### config.mk
export PLATFORM = sky130hd
export DESIGN_NAME = sram_arbiter
export DESIGN_NICKNAME = d
export VERILOG_FILES = /design/src/rtl/sram_arb_pkg.sv /design/src/rtl/sram_arb_grant.sv /design/src/rtl/sram_arbiter.sv
export SDC_FILE = /design/constraint.sdc
export NUM_CORES = 1
export LEC_CHECK = 0
export CORE_ASPECT_RATIO = 0.5
export CORE_MARGIN = 5
export CORE_UTILIZATION = 40
export DETAILED_ROUTE_END_ITERATION = 10
export GPL_ROUTABILITY_DRIVEN = 0
export GPL_TIMING_DRIVEN = 0
export HOLD_SLACK_MARGIN = 0.08
export PLACE_DENSITY_LB_ADDON = 0.3
export SLEW_MARGIN = 5
export SYNTH_ARGS = -nofsm -noshare
export SYNTH_HDL_FRONTEND = slang
export SYNTH_SLANG_ARGS = --single-unit
### constraint.sdc
create_clock -name clk -period 4.95 [get_ports clk]
set_clock_uncertainty 0.15 [all_clocks]
set_input_delay 0.99 -clock clk [delete_from_list [all_inputs] [get_ports clk]]
set_output_delay 0.99 -clock clk [all_outputs]
set_load 0.005 [all_outputs]
### src/rtl/sram_arb_pkg.sv
// Shared types for the external SRAM arbiter: FSM states, grant encoding,
// counter width and the strobe decode used to register the SRAM control pins.
package sram_arb_pkg;

  localparam int CNT_W = 4;

  typedef logic [CNT_W-1:0] cnt_t;

  typedef enum logic [1:0] {
    ST_IDLE    = 2'd0,
    ST_ACCESS  = 2'd1,
    ST_RECOVER = 2'd2
  } state_e;

  typedef enum logic {
    GNT_A = 1'b0,
    GNT_B = 1'b1
  } grant_e;

  typedef struct packed {
    logic oe_n;
    logic we_n;
    logic ub_n;
    logic lb_n;
    logic dq_oe;
  } strobe_t;

  localparam strobe_t STROBE_IDLE = '{oe_n: 1'b1, we_n: 1'b1, ub_n: 1'b1,
                                      lb_n: 1'b1, dq_oe: 1'b0};

  // Strobe levels for the cycle spent in state st. Reads always enable both
  // byte lanes; writes keep data driven through RECOVER for hold time.
  function automatic strobe_t strobe_decode(input state_e st, input logic we,
                                            input logic [1:0] be);
    strobe_t s;
    s = STROBE_IDLE;
    if (st == ST_ACCESS) begin
      if (we) begin
        s.we_n  = 1'b0;
        s.ub_n  = ~be[1];
        s.lb_n  = ~be[0];
        s.dq_oe = 1'b1;
      end else begin
        s.oe_n = 1'b0;
        s.ub_n = 1'b0;
        s.lb_n = 1'b0;
      end
    end else if (st == ST_RECOVER) begin
      s.dq_oe = we;
    end
    return s;
  endfunction

endpackage

### src/rtl/sram_arb_grant.sv
// Winner select for the SRAM arbiter: B has priority, but A is forced through
// once B has won MAX_B_STREAK times in a row while A was waiting.
module sram_arb_grant
  import sram_arb_pkg::*;
#(
  parameter int MAX_B_STREAK = 4
) (
  input  logic   clk,
  input  logic   rst_n,
  input  logic   a_req,
  input  logic   b_req,
  input  logic   update,
  output grant_e grant,
  output logic   grant_valid
);

  localparam cnt_t STREAK_MAX = cnt_t'(MAX_B_STREAK);

  cnt_t streak_q, streak_d;

  always_comb begin
    grant_valid = a_req | b_req;
    if (b_req && !(a_req && (streak_q == STREAK_MAX))) begin
      grant = GNT_B;
    end else begin
      grant = GNT_A;
    end

    streak_d = streak_q;
    if (update && grant_valid) begin
      // Only B wins against a waiting A count toward starving A.
      if ((grant == GNT_B) && a_req) begin
        streak_d = (streak_q == STREAK_MAX) ? STREAK_MAX : streak_q + 1'b1;
      end else begin
        streak_d = '0;
      end
    end
  end

  always_ff @(posedge clk) begin
    if (!rst_n) begin
      streak_q <= '0;
    end else begin
      streak_q <= streak_d;
    end
  end

endmodule

### src/rtl/sram_arbiter.sv
// Two-port arbiter for the 16-bit asynchronous SRAM: sequences each access
// with a programmable strobe width and returns results over req/ack.
module sram_arbiter
  import sram_arb_pkg::*;
#(
  parameter int ADDR_W       = 20,
  parameter int WAIT_CYCLES  = 2,
  parameter int MAX_B_STREAK = 4
) (
  input  logic              clk,
  input  logic              rst_n,

  input  logic              a_req,
  input  logic              a_we,
  input  logic [ADDR_W-1:0] a_addr,
  input  logic [15:0]       a_wdata,
  input  logic [1:0]        a_be,
  output logic              a_ack,
  output logic [15:0]       a_rdata,

  input  logic              b_req,
  input  logic              b_we,
  input  logic [ADDR_W-1:0] b_addr,
  input  logic [15:0]       b_wdata,
  input  logic [1:0]        b_be,
  output logic              b_ack,
  output logic [15:0]       b_rdata,

  output logic [ADDR_W-1:0] sram_addr,
  input  logic [15:0]       sram_dq_i,
  output logic [15:0]       sram_dq_o,
  output logic              sram_dq_oe,
  output logic              sram_oe_n,
  output logic              sram_we_n,
  output logic              sram_ub_n,
  output logic              sram_lb_n,
  output logic              busy
);

  state_e            state_q, state_d;
  cnt_t              wait_q, wait_d;
  grant_e            gnt_q, gnt_d;
  logic              we_q, we_d;
  logic [ADDR_W-1:0] addr_q, addr_d;
  logic [15:0]       wdata_q, wdata_d;
  logic [1:0]        be_q, be_d;
  logic [15:0]       a_rdata_q, a_rdata_d;
  logic [15:0]       b_rdata_q, b_rdata_d;
  strobe_t           strobe_q, strobe_d;
  logic              a_ack_q, a_ack_d;
  logic              b_ack_q, b_ack_d;

  grant_e            grant;
  logic              grant_valid;
  logic              grant_update;

  sram_arb_grant #(
    .MAX_B_STREAK (MAX_B_STREAK)
  ) u_grant (
    .clk         (clk),
    .rst_n       (rst_n),
    .a_req       (a_req),
    .b_req       (b_req),
    .update      (grant_update),
    .grant       (grant),
    .grant_valid (grant_valid)
  );

  always_comb begin
    // NOTE: every signal written here is given its hold value first, so no
    // branch can leave one unassigned and infer a latch.
    state_d      = state_q;
    wait_d       = wait_q;
    gnt_d        = gnt_q;
    we_d         = we_q;
    addr_d       = addr_q;
    wdata_d      = wdata_q;
    be_d         = be_q;
    a_rdata_d    = a_rdata_q;
    b_rdata_d    = b_rdata_q;
    grant_update = 1'b0;

    case (state_q)
      ST_IDLE: begin
        grant_update = 1'b1;
        if (grant_valid) begin
          gnt_d = grant;
          if (grant == GNT_B) begin
            we_d    = b_we;
            addr_d  = b_addr;
            wdata_d = b_wdata;
            be_d    = b_be;
          end else begin
            we_d    = a_we;
            addr_d  = a_addr;
            wdata_d = a_wdata;
            be_d    = a_be;
          end
          wait_d  = cnt_t'(WAIT_CYCLES - 1);
          state_d = ST_ACCESS;
        end
      end
      ST_ACCESS: begin
        if (wait_q == '0) begin
          if (!we_q) begin
            if (gnt_q == GNT_B) begin
              b_rdata_d = sram_dq_i;
            end else begin
              a_rdata_d = sram_dq_i;
            end
          end
          state_d = ST_RECOVER;
        end else begin
          wait_d = wait_q - 1'b1;
        end
      end
      ST_RECOVER: state_d = ST_IDLE;
      default:    state_d = ST_IDLE;
    endcase

    // Pins are registered from the next state so the async SRAM never sees
    // decode glitches on WE/OE.
    strobe_d = strobe_decode(state_d, we_d, be_d);
    a_ack_d  = (state_d == ST_RECOVER) && (gnt_d == GNT_A);
    b_ack_d  = (state_d == ST_RECOVER) && (gnt_d == GNT_B);
  end

  always_ff @(posedge clk) begin
    // NOTE: non-blocking assignments make every register see pre-edge values;
    // the reset is synchronous, so an abandoned access drops its strobes on
    // the very edge that samples rst_n low.
    if (!rst_n) begin
      state_q   <= ST_IDLE;
      wait_q    <= '0;
      gnt_q     <= GNT_A;
      we_q      <= 1'b0;
      addr_q    <= '0;
      wdata_q   <= '0;
      be_q      <= '0;
      a_rdata_q <= '0;
      b_rdata_q <= '0;
      strobe_q  <= STROBE_IDLE;
      a_ack_q   <= 1'b0;
      b_ack_q   <= 1'b0;
    end else begin
      state_q   <= state_d;
      wait_q    <= wait_d;
      gnt_q     <= gnt_d;
      we_q      <= we_d;
      addr_q    <= addr_d;
      wdata_q   <= wdata_d;
      be_q      <= be_d;
      a_rdata_q <= a_rdata_d;
      b_rdata_q <= b_rdata_d;
      strobe_q  <= strobe_d;
      a_ack_q   <= a_ack_d;
      b_ack_q   <= b_ack_d;
    end
  end

  assign sram_addr  = addr_q;
  assign sram_dq_o  = wdata_q;
  assign sram_dq_oe = strobe_q.dq_oe;
  assign sram_oe_n  = strobe_q.oe_n;
  assign sram_we_n  = strobe_q.we_n;
  assign sram_ub_n  = strobe_q.ub_n;
  assign sram_lb_n  = strobe_q.lb_n;
  assign a_ack      = a_ack_q;
  assign b_ack      = b_ack_q;
  assign a_rdata    = a_rdata_q;
  assign b_rdata    = b_rdata_q;
  assign busy       = (state_q != ST_IDLE);

endmodule

==> impl_results.md <==
* Status: completed
* Final Max Slew Viols at 0
* Synth top area share at 0.4634
* Final Hold Viols at 0
* Via count at 3632
* Cell accounting for the most synthesized area: dfxtp_1
* # setup viols final at 0
* Post-CTS Setup Repair Bufs at 0
* Total Routed Length at 10990 um
* Hold depth at 2
* R2R cell count at 8
* IO Pins at between 150 and 200
* Initial Utilization at 0.4084
* Share of post-route cells with drive strength above 1 at 0.1207
* CTS H-Tree Depth at 3
* Die area at 0.01179 mm^2
* Synth top area cells: dfxtp_1 46%, nand2_1 11%, a311oi_2 9.8%, nor2_1 5.8%, mux2i_1 4.2%
* Yosys warning total at 0
* ANT nets after route at 0
* Rows at 25
* Crit path time final at roughly 2700 ps
* CTS buffer count at 9
* Avg WL per Cell at 14.69 um
* MaxCap Viol Count at 0
* RSZ-0062 raised after global routing: no
* Mapped Cells at between 400 and 500
* IO Port Bufs at about 170
* Die width at approximately 150 um
* Req. time, crit path at roughly 5000 ps
* Worst Path Arrival at about 2800 ps
* Leak pwr at approximately 2.3 nW
* Most common cell after layout, fill and taps aside: clkdlybuf4s50_1
* Crit Path Max Fanout at 10
* Antenna cells at 0
* Synth cell types at 45
* GRT Overall Usage at 0.1843
* Die height at a little under 80 um
* Syn Nets at around 530
* Worst Hold End: a_rdata[1]
* Worst hold path type: reg2reg
* CTS clk-pin slew, worst paths at 60 ps
* Crit Path Class: in2reg
* DRC at 0
* Post-synthesis register bit count at 89
* Vias/cell at roughly 4.9
* Hold wc startpoint: a_rdata[1]
* Number of synthesized flops with an enable pin at 0
* Post-CTS Hold Fix Bufs at 0
* Max Fclk at approximately 370 MHz
* Area Overhead vs Synth at 56.88%
* Largest net degree at the start of global routing at 16
* Clk Tree Root Cell: clkbuf_16
* Mapped cell area at 0.003845 mm^2
* Placement Setup Slack at 1909 ps
* GR Overflow Total at 0
* Worst r2r src: u_grant.streak_q[0]
* Final setup margin at around 2200 ps
* Async S/R FF share, synth at 0
* Clock latency on the worst-skew pair at roughly 340 ps
* Crit share post-route at 0.5457
* Most frequent cells in the layout: 172 x clkdlybuf4s50_1, 109 x nand2_1, 89 x dfxtp_1, 59 x nor2_1, 25 x a311oi_2
* Slew HR at 0.4961
* Initial DRC count at between 100 and 150
* DP HPWL at ~8300 um
* Syn_area_per_cell at a little over 9 um^2
* First-pass GRT wire length at 17410 um
* Core ar. at 0.009415 mm^2
* Crit end category: flop
* Slew @ Worst Pin at ~750 ps
* Power density over cell area at approximately 420 mW/mm^2
* Sequential cell area fraction in the yosys report at 0.4634
* Maximum vdd drop at between 150 and 200 uV
* R2r endpoint: sram_addr[16]
* CTS Sinks at a little under 90
* Setup slack, reg-to-reg at between 2000 and 3000 ps
* Max clock buf depth at 2
* DR pass1 iterations at 4
* CTS tree: yes
* Vias in the first global route at 3525
* CP Launch Type: primary input
* Post_cts resized at 0
* Setup tns final at 0 ps
* Ys flop type: dfxtp_1
* Nets at 710
* Antenna violations before repair at 0
synthesized netlist by cell type (3+ instances only):
cell,count
nand3_1,3
buf_6,6
inv_1,7
a311oi_1,12
clkbuf_1,8
and2_1,5
nand4_1,3
mux2i_1,16
buf_4,4
dfxtp_1,89
nand2_1,109
a21oi_1,21
ha_1,4
buf_2,11
nor2_1,59
o21ai_0,6
a311oi_2,25
area by class of cell:
type | instances | area (um^2)
timing repair buffer | 172 | 1722
sequential | 89 | 1782
fill | 796 | 3383
clock inverter | 5 | 63.81
inverter | 9 | 33.78
multi-input combinational | 298 | 1847
clock buffer | 11 | 232.7
tap | 135 | 168.9
buffer | 29 | 182.7
routing by layer:
layer / routed length [um] / track usage / up-vias
li1: - / - / 1829
met2: 5413 / 0.3196 / 94
met1: 4711 / 0.2194 / 1695
met3: 724 / 0.06271 / 14
met5: 0 / 0 / -
met4: 141 / 0.05069 / 0
registers in the layout (all words and copies together), names as in the netlist:
register	cells
state_q	2
b_rdata	16
a_rdata	16
sram_lb_n	1
be_q	2
a_ack	1
sram_dq_oe	1
sram_we_n	1
sram_addr	20
sram_oe_n	1
we_q	1
wait_q	4
sram_ub_n	1
b_ack	1
sram_dq_o	16
gnt_q	1
u_grant.streak_q	4
worst max-delay path by stage:
stage                    start             to  slack [ps]  cells after the start
global placement         a_req  sram_dq_o[11]        1960                      6
global route             a_req  sram_addr[16]        2140                      6
floorplan                b_req      sram_we_n        2640                      5
finish                   a_req  sram_addr[16]        2250                      6
detailed placement       a_req  sram_addr[16]        1910                      6
CTS                 state_q[1]           busy        2230                      4
metrics by stage:
stage	utilization	instances	area (um^2)	power, mW	hold slack [ps]
2_1_floorplan	-	425	3845	1.450	291.3
3_3_place_gp	0.6092	732	5736	1.870	292.7
3_5_place_dp	0.6092	732	5736	1.889	298.4
4_1_cts	0.6407	748	6032	2.580	307.0
5_1_grt	0.6407	748	6032	2.701	317.7
6_report	0.6407	748	6032	2.555	303.9
where the power goes:
group	switching (mW)	leakage (nW)	internal [mW]
registers	0.0786	0.730	0.862
clock network	0.289	0.141	0.396
logic	0.426	1.48	0.503
total	0.794	2.35	1.76
logic make-up (layout without fill, tap and decap cells):
family	after synthesis	after routing	share of synthesized area
xor+xnor	2	2	0.004557
fa+ha+maj	4	4	0.01302
buf+inv	38	226	0.05630
mux	17	17	0.04458
compound gates	73	73	0.1813
simple gates	202	202	0.2369
flops	89	89	0.4634
worst max-delay path: stages:
cell and delay [ps]:
clkdlybuf4s50_1 630, nand4b_2 260, nand2_2 260, buf_2 280, nand2_1 90, a311oi_1 280
Power figures use the tool's default switching activity.
